==> src/rtl/input_conditioner.sv <==
// Synchronizes and debounces two buttons and eight switches, producing clean
// levels plus single-cycle strobes that stay quiet until each channel is armed.
module input_conditioner #(
    parameter int DB_CYCLES = 20000
) (
    input  logic       clk,
    input  logic       rst_n,
    input  logic       BTN1_in,
    input  logic       BTN6_in,
    input  logic       SW7_in,
    input  logic [6:0] SW_in,
    output logic       BTN1_pulse,
    output logic       BTN6_pulse,
    output logic       SW7_level,
    output logic       SW7_rise,
    output logic [6:0] SW_level,
    output logic       SW_change
);

    localparam int          NCH  = 10;
    localparam logic [15:0] LAST = 16'(DB_CYCLES - 1);

    typedef enum logic [1:0] {
        STABLE_LO = 2'd0,
        WAIT_HI   = 2'd1,
        STABLE_HI = 2'd2,
        WAIT_LO   = 2'd3
    } ch_state_t;

    // Channel order: 0 BTN1, 1 BTN6, 2 SW7, 3..9 SW[0..6]
    logic [NCH-1:0] raw_s;
    logic [NCH-1:0] sync1_r;
    logic [NCH-1:0] sync2_r;
    logic [NCH-1:0] hi_s;
    logic [NCH-1:0] armed_s;
    logic [NCH-1:0] level_r;
    logic [NCH-1:0] armed_dly_r;
    logic [NCH-1:0] rise_s;
    logic [NCH-1:0] edge_s;

    assign raw_s = {SW_in, SW7_in, BTN6_in, BTN1_in};

    // Two-flop synchronizer for every raw input bit
    always_ff @(posedge clk or negedge rst_n) begin
        if (!rst_n) begin
            sync1_r <= '0;
            sync2_r <= '0;
        end else begin
            sync1_r <= raw_s;
            sync2_r <= sync1_r;
        end
    end

    for (genvar i = 0; i < NCH; i++) begin : g_ch
        ch_state_t   state_r, state_s;
        logic [15:0] cnt_r, cnt_s;
        logic        armed_r, armed_nx_s;
        logic        s;

        assign s = sync2_r[i];

        // Channel state, counter and armed flag
        always_ff @(posedge clk or negedge rst_n) begin
            if (!rst_n) begin
                state_r <= STABLE_LO;
                cnt_r   <= 16'd0;
                armed_r <= 1'b0;
            end else begin
                state_r <= state_s;
                cnt_r   <= cnt_s;
                armed_r <= armed_nx_s;
            end
        end

        // Debounce next-state; an unarmed idle-low channel reuses the counter to arm
        always_comb begin
            state_s    = state_r;
            cnt_s      = cnt_r;
            armed_nx_s = armed_r;
            case (state_r)
                STABLE_LO: begin
                    if (s) begin
                        state_s = WAIT_HI;
                        cnt_s   = 16'd1;
                    end else if (!armed_r) begin
                        if (cnt_r == LAST) begin
                            armed_nx_s = 1'b1;
                            cnt_s      = 16'd0;
                        end else begin
                            cnt_s = cnt_r + 16'd1;
                        end
                    end else begin
                        cnt_s = 16'd0;
                    end
                end
                WAIT_HI: begin
                    if (!s) begin
                        state_s = STABLE_LO;
                        cnt_s   = 16'd0;
                    end else if (cnt_r == LAST) begin
                        state_s    = STABLE_HI;
                        cnt_s      = 16'd0;
                        armed_nx_s = 1'b1;
                    end else begin
                        cnt_s = cnt_r + 16'd1;
                    end
                end
                STABLE_HI: begin
                    if (!s) begin
                        state_s = WAIT_LO;
                        cnt_s   = 16'd1;
                    end else begin
                        cnt_s = 16'd0;
                    end
                end
                WAIT_LO: begin
                    if (s) begin
                        state_s = STABLE_HI;
                        cnt_s   = 16'd0;
                    end else if (cnt_r == LAST) begin
                        state_s    = STABLE_LO;
                        cnt_s      = 16'd0;
                        armed_nx_s = 1'b1;
                    end else begin
                        cnt_s = cnt_r + 16'd1;
                    end
                end
                default: begin
                    state_s = STABLE_LO;
                    cnt_s   = 16'd0;
                end
            endcase
        end

        assign hi_s[i]    = (state_r == STABLE_HI) || (state_r == WAIT_LO);
        assign armed_s[i] = armed_r;
    end

    // armed_dly_r lines up with level_r, so the acceptance that arms a channel cannot strobe
    assign rise_s = hi_s & ~level_r & armed_dly_r;
    assign edge_s = (hi_s ^ level_r) & armed_dly_r;

    // Registered levels and strobes
    always_ff @(posedge clk or negedge rst_n) begin
        if (!rst_n) begin
            level_r     <= '0;
            armed_dly_r <= '0;
            BTN1_pulse  <= 1'b0;
            BTN6_pulse  <= 1'b0;
            SW7_rise    <= 1'b0;
            SW_change   <= 1'b0;
        end else begin
            level_r     <= hi_s;
            armed_dly_r <= armed_s;
            BTN1_pulse  <= rise_s[0];
            BTN6_pulse  <= rise_s[1];
            SW7_rise    <= rise_s[2];
            SW_change   <= |edge_s[9:3];
        end
    end

    assign SW7_level = level_r[2];
    assign SW_level  = level_r[9:3];

endmodule

==> config.mk <==
export PLATFORM = sky130hd
export DESIGN_NAME = input_conditioner
export DESIGN_NICKNAME = d
export VERILOG_FILES = /design/src/rtl/input_conditioner.sv
export SDC_FILE = /design/constraint.sdc
export NUM_CORES = 1
export LEC_CHECK = 0
export BUFFER_PORTS_ARGS = -buffer_cell sky130_fd_sc_hd__buf_2
export CORE_MARGIN = 3
export CORE_UTILIZATION = 50
export CTS_CLUSTER_SIZE = 24
export DETAILED_ROUTE_END_ITERATION = 16
export GPL_ROUTABILITY_DRIVEN = 1
export HOLD_SLACK_MARGIN = 0.05
export PLACE_DENSITY = 0.66
export SKIP_CTS_REPAIR_TIMING = 1
export SYNTH_ARGS = -nofsm -noshare
export SYNTH_HDL_FRONTEND = slang
export SYNTH_SLANG_ARGS = --single-unit
==> constraint.sdc <==
create_clock -name clk -period 2.66 [get_ports clk]
set_input_delay 0.532 -clock clk [delete_from_list [all_inputs] [get_ports clk]]
set_output_delay 0.532 -clock clk [all_outputs]
set_load 0.005 [all_outputs]
==> results.ini <==
[status]
status = complete, no violations

[clock_network]
h-tree-depth = 1
insertion_delay_ns = 0.52
clkSlewWorstSetupHoldPaths_ns = 0.06
cts_root_buffer = clkbuf_16
clock_sinks = 234
cts_buffers = 26
clockBufferDepth = 3
tritoncts = yes

[sta]
fin_tns_setup_ns = 0
maxSlewViolCount = 0
setup_viol = 0
hold_viol_final = 0
rsz0062_at_grt = no
skew_ns = 0.00925
worst_pin_slew_ns = 1.05
timing.hold.ws_ns = 0.115
fmax_mhz = 469
post-route-period-util_pct = 80.1
slew_headroom_pct = 30.0
fin_crit_ns = 2.13

[detailed_routing]
viasPerCell = 5.50
route.detailed.wl_per_inst_um = 13.7
drc = 0
wl_um = 19400
via_count = 7758
drt_first_pass_iters = 4
drtIter0Drc = 309
final_antenna_net_count = 0

[critical_path]
cp.required_ns = 3.02
cpPeakStageDelay_ns = 0.49
crit_chain = ha_1 -> and4_1 -> and4_1 -> o21bai_1 -> nor2_1
arrival_ns = 2.49
r2r_end = g_ch[9].cnt_r[10]
crit_path_start = g_ch[9].cnt_r[0]
crit_fanout = 14
crit_slowest_cell = o21bai_1
r2r_start = g_ch[9].cnt_r[0]
timing.critical_path.to_type = flip-flop
worst-setup-path-type = flip-flop to flip-flop
rrSetupSlack_ns = 0.53
crit_path_start_kind = flip-flop
crit_path_frequent_cell = and4_1
ff2ff_path_depth = 5

[die]
die_w_um = 156
die_y_um = 156
rows = 54
pin_count = 24
core_um2 = 22000
dieArea_um2 = 24500
start_util_pct = 51.4

[cells_and_area]
synthToLayoutAreaGrowth_pct = 10.3
antenna_cells = 0
design_area_um2 = 12500
drive_gt1_share_pct = 11.2
register_area_um2 = 5860
multi_input_area_um2 = 5070
nFillCells = 1863
nets = 1133
stdcell_count = 1411

[run]
cap_viol_max_count = 0

[synth]
ys_ff_latch = 234
yosysTopAreaCell = dfrtp_1
synth_top_cell_area_share_pct = 51.8
synth_fp_nets = 1136
yosys-top-cells-area = dfrtp_1, xor2_1, xnor2_1
synth_cell_types = 55
yosys_most_used_dff = dfrtp_1
syn_avg_cell_area_um2 = 10.2
ys_seq_area_share_pct = 51.8
netlist_instances = 1114
synth_most_common_cell = dfrtp_1
ys_warn_count = 0
syn_area_um2 = 11300
synth-edff-count = 0
async_flop_share_pct = 100
yosys-top-cells-count = dfrtp_1, nor2_1, nand2_1, xor2_1, a21oi_1

[place]
place_area_um2 = 11600
gp_congestion = 0.812
portBuffers = 23
dp_hpwl_um = 13000
place_inst = 1362

[grt]
antenna_found_initial = 0
grt.busiest_layer = met2
grt_pass1_wl_um = 34900
grt_util_met3_pct = 2.71
grt_max_degree = 79
use_met2_pct = 26.1
use_met1_pct = 23.8
grt_pass1_vias = 7589
overflow = 0
grt_usage_pct = 16.4

[worst_hold_path]
hold-path-endpoint = sync1_r[6]
holdCritStartpoint = SW_in[3]
holdPathStages = 1
hold_class = primary input to flip-flop

[power_and_ir_drop]
p_leak_nw = 5.29
peakVddDrop_mv = 0.538
p_per_area_nw_per_um2 = 621
power_w = 0.00774

worst max-delay path: cells and delay by family (launching register included):
kind / cells / cell delay [ns]
AO/OA/AOI/OAI: 1 / 0.49
AND/OR/NAND/NOR: 3 / 0.82
flip-flops: 1 / 0.41
adder cells (fa/ha/maj): 1 / 0.23
sequential cells by signal (all words and copies together) (netlist names), named ones only:
name          count
level_r          10
BTN1_pulse        1
g_ch.state_r     10
BTN6_pulse        1
sync1_r          10
SW7_rise          1
SW_change         1
sync2_r          10
g_ch.armed_r     10
armed_dly_r      10
g_ch.cnt_r      160
cell type report:
type,instances,area share [%]
Inverter,21,0.632
Tap cell,280,2.81
Sequential cell,234,46.9
Clock inverter,11,1.06
Multi-Input combinational cell,795,40.6
Clock buffer,37,6.12
Timing Repair Buffer,33,1.83
placed cells by master (no fill, tap or decap), types with 4 or more instances in the layout:
cell | Yosys | final
a21oi_1 | 64 | 64
a221oi_1 | 7 | 7
and2_1 | 6 | 6
and3_1 | 6 | 6
and3b_1 | 11 | 11
and4_1 | 29 | 29
buf_2 | 2 | 22
buf_4 | 12 | 7
clkbuf_1 | 40 | 5
clkbuf_16 | 0 | 27
clkbuf_8 | 0 | 5
clkinv_2 | 0 | 7
dfrtp_1 | 234 | 234
ha_1 | 10 | 10
inv_1 | 21 | 21
mux2_2 | 9 | 9
nand2_1 | 74 | 74
nand2b_1 | 8 | 8
nand3_1 | 46 | 46
nand4_1 | 44 | 44
nor2_1 | 132 | 132
nor2_2 | 10 | 10
nor3_1 | 19 | 19
nor3b_1 | 6 | 6
nor4_1 | 16 | 16
nor4b_1 | 8 | 8
nor4bb_1 | 6 | 6
o21ai_0 | 20 | 20
o21bai_1 | 14 | 14
o31a_1 | 6 | 6
o31ai_1 | 17 | 17
or2_1 | 4 | 4
or2_2 | 19 | 19
or3_1 | 27 | 27
or4_1 | 18 | 18
xnor2_1 | 61 | 61
xor2_1 | 71 | 71
worst max path at each step:
stage / to / slack, ns
2_1_floorplan: g_ch[5].cnt_r[0] / 0.71
3_3_place_gp: g_ch[0].cnt_r[2] / 0.60
3_5_place_dp: g_ch[0].cnt_r[2] / 0.53
4_1_cts: g_ch[9].cnt_r[10] / 0.53
5_1_grt: g_ch[9].cnt_r[10] / 0.34
6_report: g_ch[9].cnt_r[10] / 0.53
layer usage:
| metal | up-vias | wire length (um) | part of all wire, % |
|---|---|---|---|
| met5 | - | 0 | 0 |
| met4 | 0 | 419 | 2.2 |
| met3 | 30 | 612 | 3.2 |
| met2 | 80 | 8650 | 45 |
| met1 | 3730 | 9690 | 50 |
| li1 | 3918 | - | - |
where the power goes:
part / total (W) / internal [W] / switching, W
combinational: 0.000357 / 0.000136 / 0.000221
clock: 0.00365 / 0.00228 / 0.00137
sequential: 0.00374 / 0.00364 / 0.0000952
total: 0.00774 / 0.00606 / 0.00169
kinds of logic after synthesis:
kind of cell | count (synthesis) | share of synthesized area, %
and+or+nand+nor | 501 | 24.7
DFF | 234 | 51.8
AOI/OAI and AO/OA | 142 | 7.82
xor gates and xnor gates | 132 | 10.2
buffers and inverters | 85 | 3.44
muxes | 10 | 0.995
adders and majority gates | 10 | 1.11
stage by stage:
step / util [%] / setup slack (ns)
after CTS: 56.6 / 0.532
after floorplan: - / 0.708
after global routing: 56.6 / 0.342
after global placement: 52.5 / 0.597
after detailed placement: 52.5 / 0.529
final: 56.6 / 0.528
No activity file was read; power rests on OpenSTA's default activity.
